===== src/rtl/time_set_ctrl_if.sv =====
// Button, live-time and load-bus signals between the time-set controller
// and the rest of the alarm clock.
interface time_set_ctrl_if;
    logic       btn_set_time;
    logic       btn_set_alarm;
    logic       btn_inc;
    logic       btn_next;
    logic       btn_cancel;
    logic [7:0] cur_hh;
    logic [7:0] cur_mm;
    logic [7:0] cur_ss;
    logic       cur_pm;
    logic [7:0] hh_load;
    logic [7:0] mm_load;
    logic [7:0] ss_load;
    logic       pm_load;
    logic       load_time;
    logic       load_alarm;
    logic       editing;
    logic [1:0] field_sel;

    modport master (
        output btn_set_time, btn_set_alarm, btn_inc, btn_next, btn_cancel,
        output cur_hh, cur_mm, cur_ss, cur_pm,
        input  hh_load, mm_load, ss_load, pm_load,
        input  load_time, load_alarm, editing, field_sel
    );

    modport slave (
        input  btn_set_time, btn_set_alarm, btn_inc, btn_next, btn_cancel,
        input  cur_hh, cur_mm, cur_ss, cur_pm,
        output hh_load, mm_load, ss_load, pm_load,
        output load_time, load_alarm, editing, field_sel
    );
endinterface


===== src/rtl/time_set_ctrl.sv =====
// Button-driven time/alarm setting controller: snapshots a start value, lets the
// user step through HH/MM/SS/PM with BCD increments and auto-repeat, then commits.
module time_set_ctrl #(
    parameter int unsigned REPEAT_DELAY = 500,
    parameter int unsigned REPEAT_RATE  = 100,
    parameter int unsigned TIMEOUT      = 10000
) (
    input  logic          clk,
    input  logic          reset,
    time_set_ctrl_if.slave bus
);

    localparam int unsigned REP_MAX = (REPEAT_DELAY > REPEAT_RATE) ? REPEAT_DELAY : REPEAT_RATE;
    localparam int RW = $clog2(REP_MAX + 1);
    localparam int TW = $clog2(TIMEOUT + 1);
    localparam logic [RW-1:0] L_DELAY   = RW'(REPEAT_DELAY);
    localparam logic [RW-1:0] L_RATE    = RW'(REPEAT_RATE);
    localparam logic [TW-1:0] L_TO_LAST = TW'(TIMEOUT - 1);

    localparam int B_SET    = 4;
    localparam int B_ALARM  = 3;
    localparam int B_INC    = 2;
    localparam int B_NEXT   = 1;
    localparam int B_CANCEL = 0;

    typedef enum logic [2:0] {
        IDLE, EDIT_HH, EDIT_MM, EDIT_SS, EDIT_PM, COMMIT
    } state_t;

    state_t        r_state;
    logic [7:0]    r_hh, r_mm, r_ss;
    logic          r_pm;
    logic [7:0]    r_al_hh, r_al_mm, r_al_ss;
    logic          r_al_pm;
    logic          r_target;
    logic          r_load_time, r_load_alarm, r_editing;
    logic [1:0]    r_field_sel;
    logic [4:0]    r_prev_btn;
    logic [RW-1:0] r_rep_cnt;
    logic          r_rep_active, r_rep_block;
    logic [TW-1:0] r_to_cnt;

    logic [4:0]    w_btn, w_edge;
    logic          w_activity, w_rep_fire, w_inc_fire, w_timeout;

    // Hours run 01..12; anything at or past 12 folds back to 01.
    function automatic logic [7:0] incHours(input logic [7:0] v);
        if (v >= 8'h12)
            return 8'h01;
        else if (v[3:0] >= 4'h9)
            return {v[7:4] + 4'h1, 4'h0};
        else
            return {v[7:4], v[3:0] + 4'h1};
    endfunction

    function automatic logic [7:0] incSixty(input logic [7:0] v);
        if (v >= 8'h59)
            return 8'h00;
        else if (v[3:0] >= 4'h9)
            return {v[7:4] + 4'h1, 4'h0};
        else
            return {v[7:4], v[3:0] + 4'h1};
    endfunction

    assign w_btn      = {bus.btn_set_time, bus.btn_set_alarm, bus.btn_inc, bus.btn_next, bus.btn_cancel};
    assign w_edge     = w_btn & ~r_prev_btn;
    assign w_activity = (|w_edge) | bus.btn_inc;
    assign w_rep_fire = bus.btn_inc & r_prev_btn[B_INC] & ~r_rep_block &
                        (r_rep_cnt == (r_rep_active ? L_RATE : L_DELAY));
    assign w_inc_fire = w_edge[B_INC] | w_rep_fire;
    assign w_timeout  = (r_to_cnt == L_TO_LAST) & ~w_activity;

    always_ff @(posedge clk or negedge reset) begin
        if (!reset)
            r_prev_btn <= '0;
        else
            r_prev_btn <= w_btn;
    end

    // A field change (or not editing at all) blocks repeat until btn_inc is re-pressed.
    always_ff @(posedge clk or negedge reset) begin
        if (!reset) begin
            r_rep_cnt    <= '0;
            r_rep_active <= 1'b0;
            r_rep_block  <= 1'b0;
        end else if (!r_editing || w_edge[B_NEXT]) begin
            r_rep_cnt    <= '0;
            r_rep_active <= 1'b0;
            r_rep_block  <= 1'b1;
        end else if (!bus.btn_inc) begin
            r_rep_cnt    <= '0;
            r_rep_active <= 1'b0;
            r_rep_block  <= 1'b0;
        end else if (w_edge[B_INC]) begin
            r_rep_cnt    <= RW'(1);
            r_rep_active <= 1'b0;
            r_rep_block  <= 1'b0;
        end else if (!r_rep_block) begin
            if (w_rep_fire) begin
                r_rep_cnt    <= RW'(1);
                r_rep_active <= 1'b1;
            end else begin
                r_rep_cnt <= r_rep_cnt + RW'(1);
            end
        end
    end

    always_ff @(posedge clk or negedge reset) begin
        if (!reset)
            r_to_cnt <= '0;
        else if (!r_editing || w_activity || w_timeout)
            r_to_cnt <= '0;
        else
            r_to_cnt <= r_to_cnt + TW'(1);
    end

    always_ff @(posedge clk or negedge reset) begin
        if (!reset) begin
            r_state      <= IDLE;
            r_hh         <= 8'h12;
            r_mm         <= 8'h00;
            r_ss         <= 8'h00;
            r_pm         <= 1'b0;
            r_al_hh      <= 8'h12;
            r_al_mm      <= 8'h00;
            r_al_ss      <= 8'h00;
            r_al_pm      <= 1'b0;
            r_target     <= 1'b0;
            r_load_time  <= 1'b0;
            r_load_alarm <= 1'b0;
            r_editing    <= 1'b0;
            r_field_sel  <= 2'd0;
        end else begin
            r_load_time  <= 1'b0;
            r_load_alarm <= 1'b0;
            case (r_state)
                IDLE: begin
                    if (w_edge[B_SET]) begin
                        r_target    <= 1'b0;
                        r_hh        <= bus.cur_hh;
                        r_mm        <= bus.cur_mm;
                        r_ss        <= bus.cur_ss;
                        r_pm        <= bus.cur_pm;
                        r_state     <= EDIT_HH;
                        r_editing   <= 1'b1;
                        r_field_sel <= 2'd0;
                    end else if (w_edge[B_ALARM]) begin
                        r_target    <= 1'b1;
                        r_hh        <= r_al_hh;
                        r_mm        <= r_al_mm;
                        r_ss        <= r_al_ss;
                        r_pm        <= r_al_pm;
                        r_state     <= EDIT_HH;
                        r_editing   <= 1'b1;
                        r_field_sel <= 2'd0;
                    end
                end
                EDIT_HH, EDIT_MM, EDIT_SS, EDIT_PM: begin
                    if (w_edge[B_CANCEL] || (!w_edge[B_NEXT] && !w_inc_fire && w_timeout)) begin
                        r_state     <= IDLE;
                        r_editing   <= 1'b0;
                        r_field_sel <= 2'd0;
                    end else if (w_edge[B_NEXT]) begin
                        case (r_state)
                            EDIT_HH: begin
                                r_state     <= EDIT_MM;
                                r_field_sel <= 2'd1;
                            end
                            EDIT_MM: begin
                                r_state     <= EDIT_SS;
                                r_field_sel <= 2'd2;
                            end
                            EDIT_SS: begin
                                r_state     <= EDIT_PM;
                                r_field_sel <= 2'd3;
                            end
                            default: begin
                                r_state      <= COMMIT;
                                r_editing    <= 1'b0;
                                r_field_sel  <= 2'd0;
                                r_load_time  <= ~r_target;
                                r_load_alarm <= r_target;
                            end
                        endcase
                    end else if (w_inc_fire) begin
                        case (r_state)
                            EDIT_HH: r_hh <= incHours(r_hh);
                            EDIT_MM: r_mm <= incSixty(r_mm);
                            EDIT_SS: r_ss <= incSixty(r_ss);
                            default: r_pm <= ~r_pm;
                        endcase
                    end
                end
                COMMIT: begin
                    if (r_target) begin
                        r_al_hh <= r_hh;
                        r_al_mm <= r_mm;
                        r_al_ss <= r_ss;
                        r_al_pm <= r_pm;
                    end
                    r_state <= IDLE;
                end
                default: begin
                    r_state     <= IDLE;
                    r_editing   <= 1'b0;
                    r_field_sel <= 2'd0;
                end
            endcase
        end
    end

    assign bus.hh_load    = r_hh;
    assign bus.mm_load    = r_mm;
    assign bus.ss_load    = r_ss;
    assign bus.pm_load    = r_pm;
    assign bus.load_time  = r_load_time;
    assign bus.load_alarm = r_load_alarm;
    assign bus.editing    = r_editing;
    assign bus.field_sel  = r_field_sel;

endmodule


===== src/flat_wrapper.sv =====
// flat-port wrapper written by rule: the top's interface ports become plain ports
module time_set_ctrl_flat 
#(
    parameter int unsigned REPEAT_DELAY = 500,
    parameter int unsigned REPEAT_RATE  = 100,
    parameter int unsigned TIMEOUT      = 10000
)
  (clk, reset, bus_btn_set_time, bus_btn_set_alarm, bus_btn_inc, bus_btn_next, bus_btn_cancel, bus_cur_hh, bus_cur_mm, bus_cur_ss, bus_cur_pm, bus_hh_load, bus_mm_load, bus_ss_load, bus_pm_load, bus_load_time, bus_load_alarm, bus_editing, bus_field_sel);
  time_set_ctrl_if bus_i ();
  input  logic clk;
  input  logic reset;
  input wire logic [$bits(bus_i.btn_set_time)-1:0] bus_btn_set_time;
  input wire logic [$bits(bus_i.btn_set_alarm)-1:0] bus_btn_set_alarm;
  input wire logic [$bits(bus_i.btn_inc)-1:0] bus_btn_inc;
  input wire logic [$bits(bus_i.btn_next)-1:0] bus_btn_next;
  input wire logic [$bits(bus_i.btn_cancel)-1:0] bus_btn_cancel;
  input wire logic [$bits(bus_i.cur_hh)-1:0] bus_cur_hh;
  input wire logic [$bits(bus_i.cur_mm)-1:0] bus_cur_mm;
  input wire logic [$bits(bus_i.cur_ss)-1:0] bus_cur_ss;
  input wire logic [$bits(bus_i.cur_pm)-1:0] bus_cur_pm;
  output wire logic [$bits(bus_i.hh_load)-1:0] bus_hh_load;
  output wire logic [$bits(bus_i.mm_load)-1:0] bus_mm_load;
  output wire logic [$bits(bus_i.ss_load)-1:0] bus_ss_load;
  output wire logic [$bits(bus_i.pm_load)-1:0] bus_pm_load;
  output wire logic [$bits(bus_i.load_time)-1:0] bus_load_time;
  output wire logic [$bits(bus_i.load_alarm)-1:0] bus_load_alarm;
  output wire logic [$bits(bus_i.editing)-1:0] bus_editing;
  output wire logic [$bits(bus_i.field_sel)-1:0] bus_field_sel;
  assign bus_i.btn_set_time = bus_btn_set_time;
  assign bus_i.btn_set_alarm = bus_btn_set_alarm;
  assign bus_i.btn_inc = bus_btn_inc;
  assign bus_i.btn_next = bus_btn_next;
  assign bus_i.btn_cancel = bus_btn_cancel;
  assign bus_i.cur_hh = bus_cur_hh;
  assign bus_i.cur_mm = bus_cur_mm;
  assign bus_i.cur_ss = bus_cur_ss;
  assign bus_i.cur_pm = bus_cur_pm;
  assign bus_hh_load = bus_i.hh_load;
  assign bus_mm_load = bus_i.mm_load;
  assign bus_ss_load = bus_i.ss_load;
  assign bus_pm_load = bus_i.pm_load;
  assign bus_load_time = bus_i.load_time;
  assign bus_load_alarm = bus_i.load_alarm;
  assign bus_editing = bus_i.editing;
  assign bus_field_sel = bus_i.field_sel;
  time_set_ctrl #(.REPEAT_DELAY(REPEAT_DELAY), .REPEAT_RATE(REPEAT_RATE), .TIMEOUT(TIMEOUT)) u_core (.clk(clk), .reset(reset), .bus(bus_i));
endmodule

===== config.mk =====
export PLATFORM = sky130hd
export DESIGN_NAME = time_set_ctrl_flat
export DESIGN_NICKNAME = d
export VERILOG_FILES = /design/src/rtl/time_set_ctrl_if.sv /design/src/rtl/time_set_ctrl.sv /design/src/flat_wrapper.sv
export SDC_FILE = /design/constraint.sdc
export NUM_CORES = 1
export LEC_CHECK = 0
export CAP_MARGIN = 10
export CORE_UTILIZATION = 60
export CTS_BUF_LIST = sky130_fd_sc_hd__clkbuf_2
export DETAILED_ROUTE_END_ITERATION = 10
export PLACE_DENSITY_LB_ADDON = 0.25
export SYNTH_ARGS = -nofsm -noshare
export SYNTH_HDL_FRONTEND = slang
export SYNTH_SLANG_ARGS = --single-unit

===== constraint.sdc =====
create_clock -name clk -period 5.15 [get_ports clk]
set_input_delay 1.03 -clock clk [delete_from_list [all_inputs] [get_ports clk]]
set_output_delay 1.03 -clock clk [all_outputs]
set_load 0.02 [all_outputs]

After elaboration in Yosys (flattened, before gate mapping)
Index checks and enable logic that the tools add are counted.
{ "classes": {"add_sub_neg": 8, "order_cmp": 6, "eq_ne": 23, "mux": 76, "bitwise": 13, "reduce_logical": 28} }
{ "op_table": {"columns": ["op", "count"], "rows": [
  ["2-to-1 mux 8 bit", 24],
  ["2-to-1 mux 9 bit", 6],
  ["case mux 8 bit (2 select lines)", 3],
  ["2-to-1 mux 1 bit", 28],
  ["adder 4 x 1 -> 4 bit, second input constant", 6],
  ["AND reduction 6 bit", 4],
  ["AND reduction 7 bit", 3],
  ["!= test 3 x 1 -> 1 bit, second input constant", 6],
  [">= comparator 8 x 7 -> 1 bit, second input constant", 2],
  ["adder 14 x 1 -> 14 bit, second input constant", 1],
  ["equality test 14 bit, second input constant", 1],
  ["2-to-1 mux 14 bit", 1],
  [">= comparator 4 bit, second input constant", 3],
  ["2-to-1 mux 3 bit", 4],
  ["case mux 2 bit (3 select lines)", 2],
  ["adder 9 x 1 -> 9 bit, second input constant", 1],
  ["equality test 9 bit", 1],
  ["case mux 3 bit (3 select lines)", 1],
  [">= comparator 8 x 5 -> 1 bit, second input constant", 1],
  ["2-to-1 mux 2 bit", 4],
  ["!= test 2 x 1 -> 1 bit, second input constant", 4],
  ["AND reduction 2 bit", 4],
  ["equality test 3 x 2 -> 1 bit, second input constant", 2],
  ["equality test 3 bit, second input constant", 2],
  ["other kinds (23)", 40]
]} }
{ "word_totals": {"reg_bits": 89, "in_bits": 32, "output_inout_bits": 30, "elab_cells": 176} }

Longest topological paths before layout
Gate-level depths: netlist of run 1.
{ "depth": {"word_depth": 10, "mapped_depth": 9} }

Worst setup path after synthesis of run 1
Ideal clock, no wire load.
{ "synth_timing": {"path_kind": "input port to flip-flop", "start": "input port bus_btn_set_time", "end": "register u_core.r_field_sel[0] (netlist: u_core.bus.field_sel[0])", "setup_ps": 125, "arrival_ps": 2457, "required_time_ps": 5025, "slack_ps": 2567, "stages": 8, "path_buffers": 2, "cell_sequence": "nor2b_4 buf_6 or2_1 buf_6 o311ai_4 nand3_1 nand4_2 mux2_4"} }
{ "synth_between": {"elab_chain_len": 9, "elab_cells_between_ends": 13} }
{ "synth_lines": {"columns": ["element", "line_no", "text"], "rows": [
  ["start: declaration", "flat_wrapper.sv:12", "input wire logic [$bits(bus_i.btn_set_time)-1:0] bus_btn_set_time;"],
  ["bitwise AND 5 bit (*)", "time_set_ctrl.sv:66", "assign w_edge = w_btn & ~r_prev_btn;"],
  ["OR reduction 5 bit", "time_set_ctrl.sv:67", "assign w_activity = (|w_edge) | bus.btn_inc;"],
  ["bitwise OR 1 bit", "time_set_ctrl.sv:67", null],
  ["NOT 1 bit", "time_set_ctrl.sv:71", "assign w_timeout = (r_to_cnt == L_TO_LAST) & ~w_activity;"],
  ["bitwise AND 1 bit", "time_set_ctrl.sv:71", null],
  ["logical AND 1 bit", "time_set_ctrl.sv:159", "if (w_edge[B_CANCEL] || (!w_edge[B_NEXT] && !w_inc_fire && w_timeout)) begin"],
  ["logical OR 1 bit", "time_set_ctrl.sv:159", null],
  ["!= test 3 x 1 -> 1 bit (no line) or 2-to-1 mux 2 bit (tied branches)", null, null],
  ["AND reduction 3 bit (no line) or case mux 2 bit (3 select lines) (tied branches)", null, null],
  ["end signal: assignment", "time_set_ctrl.sv:155", "r_field_sel <= 2'd0;"],
  ["end signal: assignment", "time_set_ctrl.sv:162", "r_field_sel <= 2'd0;"],
  ["end signal: assignment", "time_set_ctrl.sv:167", "r_field_sel <= 2'd1;"],
  ["end: declaration", "time_set_ctrl.sv:37", "logic [1:0] r_field_sel;"]
]} }
Mark *: on every way between the ends. The rest lies on a longest branch, timed or not.
A chain may end at the register's enable or synchronous reset.

Worst setup path in the final report of run 1
{ "layout_timing": {"start": "register u_core.r_hh[1] (netlist: u_core.bus.hh_load[1])", "end": "output port bus_hh_load[1]"} }
{ "layout_rtl": {"columns": ["element", "line_no", "text"], "rows": [
  ["start: declaration", "time_set_ctrl.sv:31", "logic [7:0] r_hh, r_mm, r_ss;"],
  ["start signal: assignment", "time_set_ctrl.sv:140", "r_hh <= bus.cur_hh;"],
  ["start signal: assignment", "time_set_ctrl.sv:149", "r_hh <= r_al_hh;"],
  ["start signal: assignment", "time_set_ctrl.sv:187", "EDIT_HH: r_hh <= incHours(r_hh);"],
  ["end: declaration", "flat_wrapper.sv:21", "output wire logic [$bits(bus_i.hh_load)-1:0] bus_hh_load;"]
]} }
No word-level cell between the ends.

==> results of run 1 <==
==> synthesized netlist by cell type (3+ instances only) <==
cell type,number
buf_2,6
a22o_1,6
inv_1,29
ha_1,19
mux2_4,3
nor3_1,7
mux2_2,13
o211ai_1,3
o21ai_1,4
o2111ai_1,3
mux2i_1,17
a211o_1,3
o221ai_1,3
and3_1,11
o21a_1,3
xor2_1,6
nand2b_1,8
a2bb2oi_1,3
o32ai_1,6
nand4_1,3
clkbuf_1,6
o22a_1,3
o22ai_1,7
a31oi_1,5
dfrtp_1,85
a21oi_1,24
nand3_1,16
nor2_1,32
xnor2_1,9
o21ai_0,28
nand2_1,54
nor2b_1,3
or2_1,3
buf_4,3
dfstp_2,4
==> worst max path at each step <==
stage | to | depth (start not counted)
after floorplan | u_core.bus.field_sel[0] | 8
after global placement | u_core.bus.hh_load[7] | 7
after detailed placement | u_core.bus.hh_load[7] | 7
after CTS | bus_hh_load[1] | 1
after global routing | u_core.bus.hh_load[7] | 7
final | bus_hh_load[1] | 1
==> layout make-up <==
class / count / area, um^2
clock buffers: 9 / 45.0
clock inverters: 7 / 92.6
fillers: 573 / 2150
inverters: 30 / 113
multi-input cells: 348 / 2430
flip-flops and latches: 89 / 2230
well taps: 102 / 128
repair buffers: 63 / 623
==> stage by stage <==
stage | worst slack [ps] | total power, mW | hold WS, ps | area [um^2]
floorplan | 2570 | 1.88 | 425 | 4870
global placement | 1870 | 2.25 | 446 | 5520
detailed placement | 1790 | 2.30 | 450 | 5520
CTS | 2300 | 2.70 | 378 | 5660
global route | 2260 | 2.88 | 383 | 5660
finish | 2330 | 2.69 | 382 | 5660
==> registers in the layout (all words and copies together), names as in the netlist <==
register / cells
u_core.r_to_cnt: 14
u_core.r_rep_cnt: 9
u_core.r_al_ss: 8
u_core.r_state: 3
u_core.r_prev_btn: 5
u_core.r_rep_active: 1
u_core.bus.load_alarm: 1
u_core.bus.field_sel: 2
u_core.r_target: 1
u_core.r_al_mm: 8
u_core.r_al_pm: 1
u_core.bus.pm_load: 1
u_core.bus.ss_load: 8
u_core.r_al_hh: 8
u_core.r_rep_block: 1
u_core.bus.editing: 1
u_core.bus.load_time: 1
u_core.bus.hh_load: 8
u_core.bus.mm_load: 8
==> kinds of logic (layout without fill, tap and decap cells) <==
kind of cell	after synthesis	in the layout	share of synthesized area
fa+ha+maj	19	19	0.0488
xor+xnor	16	16	0.0326
compound gates	119	119	0.172
simple gates	159	159	0.166
buf+inv	48	109	0.0439
flops	89	89	0.458
mux	35	35	0.0788
==> where the power goes <==
| part | internal (mW) | leakage (nW) | switching [mW] |
|---|---|---|---|
| Sequential | 0.869 | 1.18 | 0.208 |
| Clock | 0.160 | 0.0776 | 0.237 |
| Combinational | 0.532 | 1.19 | 0.688 |
==> per-layer routing <==
metal  track usage  vias up  wire, um
met5             0        -         0
met4        0.0729        0       110
met3        0.0473       10       431
met2         0.414      104      5060
met1         0.364     1859      4740
li1              -     1846         -
==> summary.md, run 1 <==
| Metric | Value |
|---|---|
| Slowest stage cell on the critical path | dfstp_2 |
| Leading area contributor after synthesis | dfrtp_1 |
| Grt total ovfl | 0 |
| Die H | between 90 and 100 um |
| Crit path kind | reg -> out |
| Worst flop-to-flop path startpoint | u_core.r_state[2] |
| Avg WL per Cell | ~16 um |
| # Post-CTS Setup Buffers | 0 |
| Initial antenna violation count | 0 |
| Area Growth Syn to Fin | 16.1% |
| Max H-tree Level | 3 |
| Commonest cells after routing, fill and taps aside | dfrtp_1 (85), clkdlybuf4s50_1 (60), nand2_1 (54) |
| Buf/Inv on CP | 1 |
| Flop-to-flop setup slack | ~2500 ps |
| DRT iter0 DRCs | between 200 and 250 |
| Reg2reg path depth | 5 |
| Largest net degree at the start of global routing | between 50 and 60 |
| RSZ-0062 raised after global routing | false |
| Worst-margin pin slew | 1010 ps |
| Post-synth EDFFs | 0 |
| Critical Path Max Stage Delay | ~650 ps |
| TritonRoute pass-1 iters | 5 |
| CTS tree | done |
| Antenna-violating nets left | 0 |
| Detailed-route vias per instance | 5.89 |
| Clock Pin Slew Worst Setup and Hold Paths | between 200 and 300 ps |
| Sequential share of the synthesized area | 0.458 |
| Final setup fails | 0 |
| Max Cap Viol | 0 |
| FF-to-FF End | u_core.bus.hh_load[7] |
| Critical path required time | 4120 ps |
| Placer Congestion | just under 0.9 |
| Leak | approximately 2.5 nW |
| Final Util | 0.725 |
| Synth warn | 0 |
| Port bufs | a little over 60 |
| Outcome | completed |
| Period utilization | 0.548 |
| Layout cells sized above 1 | 0.104 |
| Root Buffer | clkbuf_2 |
| First-pass GRT wire length | approximately 17000 um |
| Vias in the first global route | approximately 3600 |
| Num ports | 62 |
| Asr flop ratio synth | 1.00 |
| Flops & latches, synth | 89 |
| Kind of launch point of the worst setup path | flop |
| Mapped Nets | 536 |
| Peak fanout along the critical path | 7 |
| Core footprint | 7810 um^2 |
| PwrDens | around 480 nW/um^2 |
| Die span in x | slightly above 90 um |
| Sink Count | between 80 and 90 |
| Via count | approximately 3800 |
| Fin cells | ~650 |
| Final critical-path required period | 2820 ps |
| Avg Inst Size Synth | 10.0 um^2 |
| Max Freq | between 300 and 400 MHz |
| Top cells by area, synth | dfrtp_1 (44%), ha_1 (4.9%), nand2_1 (4.2%), mux2i_1 (3.5%), mux2_2 (3.0%) |
| Crit-path leading delay family | flip-flops |
| CP startpoint | u_core.bus.hh_load[1] |
| Starting density of the core | 0.624 |
| Synth Instances | between 400 and 500 |
| Clk Latency, worst-skew pair | 530 ps |
| Post_cts resized | 0 |
| Number of hold violations in the final report | 0 |
| Max-slew violations | 0 |
| Worst EP arrival | approximately 1800 ps |
| Final HPWL DP | roughly 7300 um |
| Remaining DRCs | 0 |
| Commonest non-fill, non-tap cell in the layout | dfrtp_1 |
| Tot GR Track Use | 0.259 |
| Synth cell types | about 70 |
| Worst-path cell chain | clkdlybuf4s50_1 |
| Cts hold-fix bufs | 0 |
| Most used DFF post-synth | dfrtp_1 |
| Fin nets | 592 |
| Yosys top cell area share | 0.436 |
| Relative slew slack | 0.324 |
| Num CTS Buffers | 9 |
| Clock buffer depth | 2 |
| Post-synthesis cell area | between 4000 and 5000 um^2 |
| Placed cells | 632 |
| Die area | 8490 um^2 |
| Setup_tns | 0 ps |
| Antenna diodes | 0 |
| Row cnt | 32 |
| Worst min path class | in -> async |
| Setup crit end kind | output pin |
| Max VDD drop | 303 uV |
| Final WL | just over 10000 um |
| Max Clock Skew | approximately 31 ps |
Power figures use the tool's default switching activity.
==> inputs of run 2 (changes only) <==
--- a/config.mk
+++ b/config.mk
@@ -6,7 +6,7 @@
 export NUM_CORES = 1
 export LEC_CHECK = 0
 export CAP_MARGIN = 10
-export CORE_UTILIZATION = 60
+export CORE_UTILIZATION = 58
 export CTS_BUF_LIST = sky130_fd_sc_hd__clkbuf_2
 export DETAILED_ROUTE_END_ITERATION = 10
 export PLACE_DENSITY_LB_ADDON = 0.25
==> constraint.sdc (replaced) <==
create_clock -name clk -period 2.9 [get_ports clk]
set_input_delay 0.58 -clock clk [delete_from_list [all_inputs] [get_ports clk]]
set_output_delay 0.58 -clock clk [all_outputs]
set_load 0.02 [all_outputs]
==> run 2 against run 1 <==
  * Cell count rose by 1.4%
  * Count of clock-buffer cells in the layout did not move
  * Clock power rose by 73%
  * Combinational power rose by 84%
  * Routed wire length rose by 3.6%
  * Clock skew fell by 13 ps
  * Critical path type is now reg -> reg
  * Largest cell class unchanged
  * Largest power group unchanged
  * Highest routed layer unchanged
==> summary.md, run 2 (synthesis results as in run 1) <==
| Metric | Value |
|---|---|
| Outcome | completed (unchanged) |
| Largest net degree at the start of global routing | 52 (was 55) |
| Critical path required time | 3350 ps (was 4120 ps) |
| CTS tree | done (unchanged) |
| Buf/Inv on CP | 1 (unchanged) |
| Max H-tree Level | 3 (unchanged) |
| Initial antenna violation count | 0 (unchanged) |
| Clock Pin Slew Worst Setup and Hold Paths | 230 ps (was 250 ps) |
| Period utilization | 0.838 |
| PwrDens | 847 nW/um^2 (was 476 nW/um^2) |
| Antenna diodes | 0 (unchanged) |
| DRT iter0 DRCs | 253 (was 203) |
| TritonRoute pass-1 iters | 5 (unchanged) |
| Starting density of the core | 0.596 (was 0.624) |
| Worst EP arrival | 2880 ps (was 1790 ps) |
| Crit-path leading delay family | simple AND/OR/NAND/NOR gates (was flip-flops) |
| Die H | 93.7 um (was 92.1 um) |
| Final critical-path required period | 2430 ps |
| Root Buffer | clkbuf_2 (unchanged) |
| Area Growth Syn to Fin | 17.3% (was 16.1%) |
| Via count | 3877 (was 3819) |
| Port bufs | 61 (unchanged) |
| RSZ-0062 raised after global routing | false (unchanged) |
| Worst flop-to-flop path startpoint | u_core.bus.hh_load[0] (was u_core.r_state[2]) |
| Post-route cell area | 5710 um^2 (was 5660 um^2) |
| Detailed-route vias per instance | 5.90 (was 5.89) |
| Row cnt | 33 (was 32) |
| Die span in x | 93.7 um (was 92.1 um) |
| Final WL | 10700 um (was 10300 um) |
| Leak | 2.48 nW (was 2.45 nW) |
| Sw Share | 0.420 (was 0.421) |
| Largest Register | u_core.r_to_cnt (unchanged) |
| Post_cts resized | 0 (unchanged) |
| Layout cells sized above 1 | 0.114 (was 0.104) |
| Core footprint | 8180 um^2 (was 7810 um^2) |
| DP Area | 5580 um^2 (was 5520 um^2) |
| Biggest regs | u_core.r_to_cnt x14, u_core.r_rep_cnt x9 (unchanged) |
| Avg WL per Cell | 16.3 um (was 16.0 um) |
| Sw power | 2.03 mW (was 1.13 mW) |
| Number of hold violations in the final report | 0 (unchanged) |
| Worst-margin pin slew | 657 ps (was 1010 ps) |
| Placer Congestion | 0.858 (was 0.865) |
| Commonest non-fill, non-tap cell in the layout | dfrtp_1 (unchanged) |
| Relative slew slack | 0.562 (was 0.324) |
| Sink Count | 89 (unchanged) |
| Peak fanout along the critical path | 6 (was 7) |
| Num CTS Buffers | 9 (unchanged) |
| Fin nets | 598 (was 592) |
| Reg2reg path depth | 7 (was 5) |
| Max reg flops | 14 (unchanged) |
| Worst min path class | in -> async (unchanged) |
| Kind of launch point of the worst setup path | flop (unchanged) |
| Cts hold-fix bufs | 0 (unchanged) |
| Num ports | 62 (unchanged) |
| Max VDD drop | 542 uV (was 303 uV) |
| Comb pwr share | 0.464 (was 0.453) |
| Clk Latency, worst-skew pair | 530 ps (about the same) |
| Tot GR Track Use | 0.268 (was 0.259) |
| Final setup fails | 0 (unchanged) |
| Setup crit end kind | flop (was output pin) |
| Internal power | 2.81 mW (was 1.56 mW) |
| Grt total ovfl | 0 (unchanged) |
| Setup_tns | 0 ps (unchanged) |
| Hold Slack | 42.9 ps (was 382 ps) |
| Slowest stage cell on the critical path | dfrtp_1 (was dfstp_2) |
| Crit path kind | reg -> reg (was reg -> out) |
| Flop-to-flop setup slack | 470 ps (was 2540 ps) |
| Remaining DRCs | 0 (unchanged) |
| Max Cap Viol | 0 (unchanged) |
| Clock buffer depth | 2 (unchanged) |
| Die area | 8770 um^2 (was 8490 um^2) |
| Antenna-violating nets left | 0 (unchanged) |
| Max Freq | between 400 and 500 MHz |
| Critical Path Max Stage Delay | 500 ps (was 650 ps) |
| Max-slew violations | 0 (unchanged) |
| Worst-path cell chain | inv_1, ha_1, o41ai_1, nand3_2, or2_1, and2_4, mux2_4 (was clkdlybuf4s50_1) |
| Commonest cells after routing, fill and taps aside | dfrtp_1 (85), clkdlybuf4s50_1 (60), nand2_1 (54) (unchanged) |
| Final HPWL DP | 7580 um (was 7290 um) |
| # Post-CTS Setup Buffers | 0 (unchanged) |
| FF-to-FF End | u_core.bus.hh_load[7] (unchanged) |
| First-pass GRT wire length | 18200 um (was 17400 um) |
| Vias in the first global route | 3822 (was 3595) |
| Max Clock Skew | 18.5 ps (was 31.1 ps) |
| Power share of the clock group | 0.142 (was 0.147) |
| Flop pwr share | 0.394 (was 0.400) |
==> run 2: changes by cell type in the layout (fill, tap and decap cells not counted), sizes merged <==
cell	before	now
inv	31	30
clkinv	3	4
buf	3	9
==> run 2: power by group through the flow <==
stage | logic (mW) | clock network, mW | registers [mW]
5_1_grt | 2.48 | 0.750 | 1.96
4_1_cts | 2.25 | 0.702 | 1.90
6_report | 2.25 | 0.686 | 1.91
2_1_floorplan | 1.33 | 0 | 2.01
3_3_place_gp | 2.16 | 0 | 1.91
3_5_place_dp | 2.23 | 0 | 1.92
==> run 2: routing by layer <==
metal | GRT usage | share of wire
met5 | 0 | 0
met4 | 0.101 | 0.021
met3 | 0.0421 | 0.041
met2 | 0.434 | 0.48
met1 | 0.366 | 0.46
==> run 2: worst max-delay path by stage <==
stage          cells after the start             startpoint                    end  slack, ps
2_1_floorplan                      7  u_core.bus.hh_load[0]  u_core.bus.hh_load[7]        700
3_3_place_gp                       8       bus_btn_set_time  u_core.bus.hh_load[3]        200
3_5_place_dp                       8       bus_btn_set_time  u_core.bus.hh_load[3]        120
4_1_cts                            7  u_core.bus.hh_load[0]  u_core.bus.hh_load[7]        480
5_1_grt                            7  u_core.bus.hh_load[0]  u_core.bus.hh_load[7]        290
6_report                           7  u_core.bus.hh_load[0]  u_core.bus.hh_load[7]        470
==> run 2: cell type report <==
type | instances | area (um^2)
Sequential cell | 89 | 2230
Inverter | 30 | 113
Timing Repair Buffer | 69 | 681
Fill cell | 638 | 2460
Tap cell | 105 | 131
Clock inverter | 7 | 85.1
Clock buffer | 9 | 45.0
Multi-Input combinational cell | 348 | 2430
==> run 2: through the flow <==
stage,util,instances,setup slack (ps),total power [mW]
floorplan,-,485,698,3.34
CTS,0.699,657,484,4.85
detailed placement,0.683,641,116,4.16
finish,0.699,657,470,4.84
global placement,0.683,641,198,4.07
global route,0.699,657,292,5.19
==> inputs of run 3 (changes only) <==
--- a/config.mk
+++ b/config.mk
@@ -6,7 +6,7 @@
 export NUM_CORES = 1
 export LEC_CHECK = 0
 export CAP_MARGIN = 10
-export CORE_UTILIZATION = 58
+export CORE_UTILIZATION = 52
 export CTS_BUF_LIST = sky130_fd_sc_hd__clkbuf_2
 export DETAILED_ROUTE_END_ITERATION = 10
 export PLACE_DENSITY_LB_ADDON = 0.25
==> constraint.sdc (replaced) <==
create_clock -name clk -period 2.2 [get_ports clk]
set_input_delay 0.44 -clock clk [delete_from_list [all_inputs] [get_ports clk]]
set_output_delay 0.44 -clock clk [all_outputs]
set_load 0.02 [all_outputs]
==> run 3 against run 2 <==
  * First-iteration DRC count is 31% lower
  * Clock power increased by 25%
  * Worst hold slack improved by 310 ps
  * Critical path depth fell by 6
  * Worst setup slack got worse by 400 ps
  * Die area increased by 11%
  * Via count rose by 3.7%
  * Sequential cell count stayed put
  * Sequential share of layout area shrank 2.3 points
  * Non-clock buffer count grew 43
  * Power grew 40%
  * Sequential power is 29% higher
  * Critical endpoint is now bus_ss_load[3]
  * Largest cell class unchanged
==> summary.md, run 3 (synthesis results as in run 1) <==
| Metric | Value |
|---|---|
| Outcome | completed (unchanged) |
| Final critical-path required period | roughly 2100 ps |
| Flop-to-flop setup slack | 100 ps (was 470 ps) |
| Kind of launch point of the worst setup path | flop (unchanged) |
| Period utilization | 0.968 |
| TritonRoute pass-1 iters | 5 (unchanged) |
| PwrDens | 1110 nW/um^2 (was 847 nW/um^2) |
| Post-route cell area | 6120 um^2 (was 5710 um^2) |
| Num ports | 62 (unchanged) |
| Worst-margin pin slew | 550 ps (was 657 ps) |
| Leak | 2.75 nW (was 2.48 nW) |
| Final setup fails | 0 (unchanged) |
| Final Util | 0.689 (was 0.699) |
| DRT iter0 DRCs | 174 (was 253) |
| Biggest regs | u_core.r_to_cnt x14, u_core.r_rep_cnt x9 (unchanged) |
| Grt total ovfl | 0 (unchanged) |
| Commonest cells after routing, fill and taps aside | dfrtp_1 (72), nand2_1 (54), clkdlybuf4s50_1 (52) (was dfrtp_1 (85), clkdlybuf4s50_1 (60), nand2_1 (54)) |
| Crit path kind | reg -> out (was reg -> reg) |
| Die H | 98.8 um (was 93.7 um) |
| Sink Count | 89 (unchanged) |
| Largest Register | u_core.r_to_cnt (unchanged) |
| Buf/Inv on CP | 1 (unchanged) |
| Relative slew slack | 0.634 (was 0.562) |
| Vias in the first global route | 4073 (was 3822) |
| Power share of the clock group | 0.126 (was 0.142) |
| Root Buffer | clkbuf_2 (unchanged) |
| Tot GR Track Use | 0.248 (was 0.268) |
| Flop pwr share | 0.364 (was 0.394) |
| RSZ-0062 raised after global routing | true (was false) |
| Initial antenna violation count | 0 (unchanged) |
| Via count | 4019 (was 3877) |
| Sw power | 2.87 mW (was 2.03 mW) |
| Critical path required time | 1760 ps (was 3350 ps) |
| Area Growth Syn to Fin | 25.6% (was 17.3%) |
| Remaining DRCs | 0 (unchanged) |
| Worst-path cell chain | clkdlybuf4s50_1 (was inv_1, ha_1, o41ai_1, nand3_2, or2_1, and2_4, mux2_4) |
| First-pass GRT wire length | 19100 um (was 18200 um) |
| Worst EP arrival | 1690 ps (was 2880 ps) |
| Placer Congestion | 0.883 (was 0.858) |
| Max-slew violations | 0 (unchanged) |
| Clk Latency, worst-skew pair | 570 ps (was 530 ps) |
| Clock Pin Slew Worst Setup and Hold Paths | 270 ps (was 230 ps) |
| Die area | 9760 um^2 (was 8770 um^2) |
| Commonest non-fill, non-tap cell in the layout | dfrtp_1 (unchanged) |
| Worst flop-to-flop path startpoint | u_core.r_rep_cnt[0] (was u_core.bus.hh_load[0]) |
| Internal power | 3.93 mW (was 2.81 mW) |
| Setup crit end kind | output pin (was flop) |
| Max VDD drop | 543 uV (was 542 uV) |
| Final WL | 11300 um (was 10700 um) |
| Fin nets | 641 (was 598) |
| Max Cap Viol | 0 (unchanged) |
| Core footprint | 8890 um^2 (was 8180 um^2) |
| Antenna diodes | 0 (unchanged) |
| Starting density of the core | 0.548 (was 0.596) |
| FF-to-FF End | u_core.bus.hh_load[3] (was u_core.bus.hh_load[7]) |
| Row cnt | 34 (was 33) |
| Num CTS Buffers | 9 (unchanged) |
| Antenna-violating nets left | 0 (unchanged) |
| Reg2reg path depth | 9 (was 7) |
| Max H-tree Level | 3 (unchanged) |
| Crit-path leading delay family | buffers and inverters (was simple AND/OR/NAND/NOR gates) |
| Max reg flops | 14 (unchanged) |
| Layout cells sized above 1 | 0.215 (was 0.114) |
| CTS tree | done (unchanged) |
| Peak fanout along the critical path | 5 (was 6) |
| Critical Path Max Stage Delay | 640 ps (was 500 ps) |
| Clock buffer depth | 2 (unchanged) |
| Die span in x | 98.8 um (was 93.7 um) |
| Port bufs | 61 (unchanged) |
| Final HPWL DP | 8040 um (was 7580 um) |
| Max Clock Skew | 34.8 ps (was 18.5 ps) |
| Largest net degree at the start of global routing | 43 (was 52) |
| Detailed-route vias per instance | 5.72 (was 5.90) |
| Max Freq | 470 MHz |
| Sw Share | 0.422 (was 0.420) |
| Worst min path class | in -> async (unchanged) |
| Avg WL per Cell | 16.1 um (was 16.3 um) |
| Comb pwr share | 0.510 (was 0.464) |
| DP Area | 5840 um^2 (was 5580 um^2) |
| Slowest stage cell on the critical path | clkdlybuf4s50_1 (was dfrtp_1) |
| Number of hold violations in the final report | 0 (unchanged) |
run 3: per-stage QoR:
step           instances  hold WS, ps  power, mW  setup TNS (ps)  setup WS, ps
2_1_floorplan        485          144       4.40               0          94.4
3_3_place_gp         677          438       5.63           -2140          -144
3_5_place_dp         677          447       5.74           -4320          -237
4_1_cts              695          339       6.58               0          7.76
5_1_grt              703          299       7.24            -492         -66.1
6_report             703          358       6.80               0          70.6
run 3: worst max-delay path by stage:
stage,startpoint,to,slack [ps],depth (start not counted)
6_report,u_core.bus.ss_load[3],bus_ss_load[3],70,1
4_1_cts,u_core.bus.hh_load[3],bus_hh_load[3],8,1
3_5_place_dp,bus_btn_set_alarm,u_core.bus.field_sel[1],-240,8
2_1_floorplan,u_core.bus.hh_load[0],u_core.bus.hh_load[7],90,7
5_1_grt,u_core.r_rep_cnt[0],u_core.bus.mm_load[2],-70,9
3_3_place_gp,bus_btn_set_time,u_core.bus.field_sel[1],-140,8
run 3: layer usage:
layer,part of all wire,vias up,track usage
li1,-,1940,-
met1,0.45,1961,0.328
met4,0.012,0,0.0781
met3,0.045,15,0.0489
met5,0,-,0
met2,0.49,103,0.414
run 3: repair_timing:
action	4_1_cts	5_1_grt
gates resized for setup	2	35
pin swaps	1	4
setup buffers	1	8
endpoints found under the setup margin	4	43
hold endpoints to repair	35	0
hold buffers	1	0
run 3: final cells by class:
type / instances / area (um^2)
tap: 108 / 135
clock buffer: 9 / 45.0
multi-input combinational: 348 / 2480
sequential: 89 / 2250
timing repair buffer: 112 / 1030
inverter: 30 / 113
fill: 685 / 2770
clock inverter: 7 / 70.1
run 3: power by group through the flow:
stage / Clock, mW / Sequential (mW) / Combinational [mW]
2_1_floorplan: 0 / 2.65 / 1.75
3_3_place_gp: 0 / 2.48 / 3.15
3_5_place_dp: 0 / 2.49 / 3.24
4_1_cts: 0.868 / 2.46 / 3.25
5_1_grt: 0.937 / 2.53 / 3.77
6_report: 0.856 / 2.47 / 3.47
run 3: worst reg2reg max path, cell delays in order (launching register included):
cell,delay [ps]
dfrtp_1,460
inv_1,80
ha_1,140
and4bb_2,250
o2111a_2,290
o211ai_4,110
a21oi_4,190
buf_6,150
a21bo_1,200
a22o_1,180
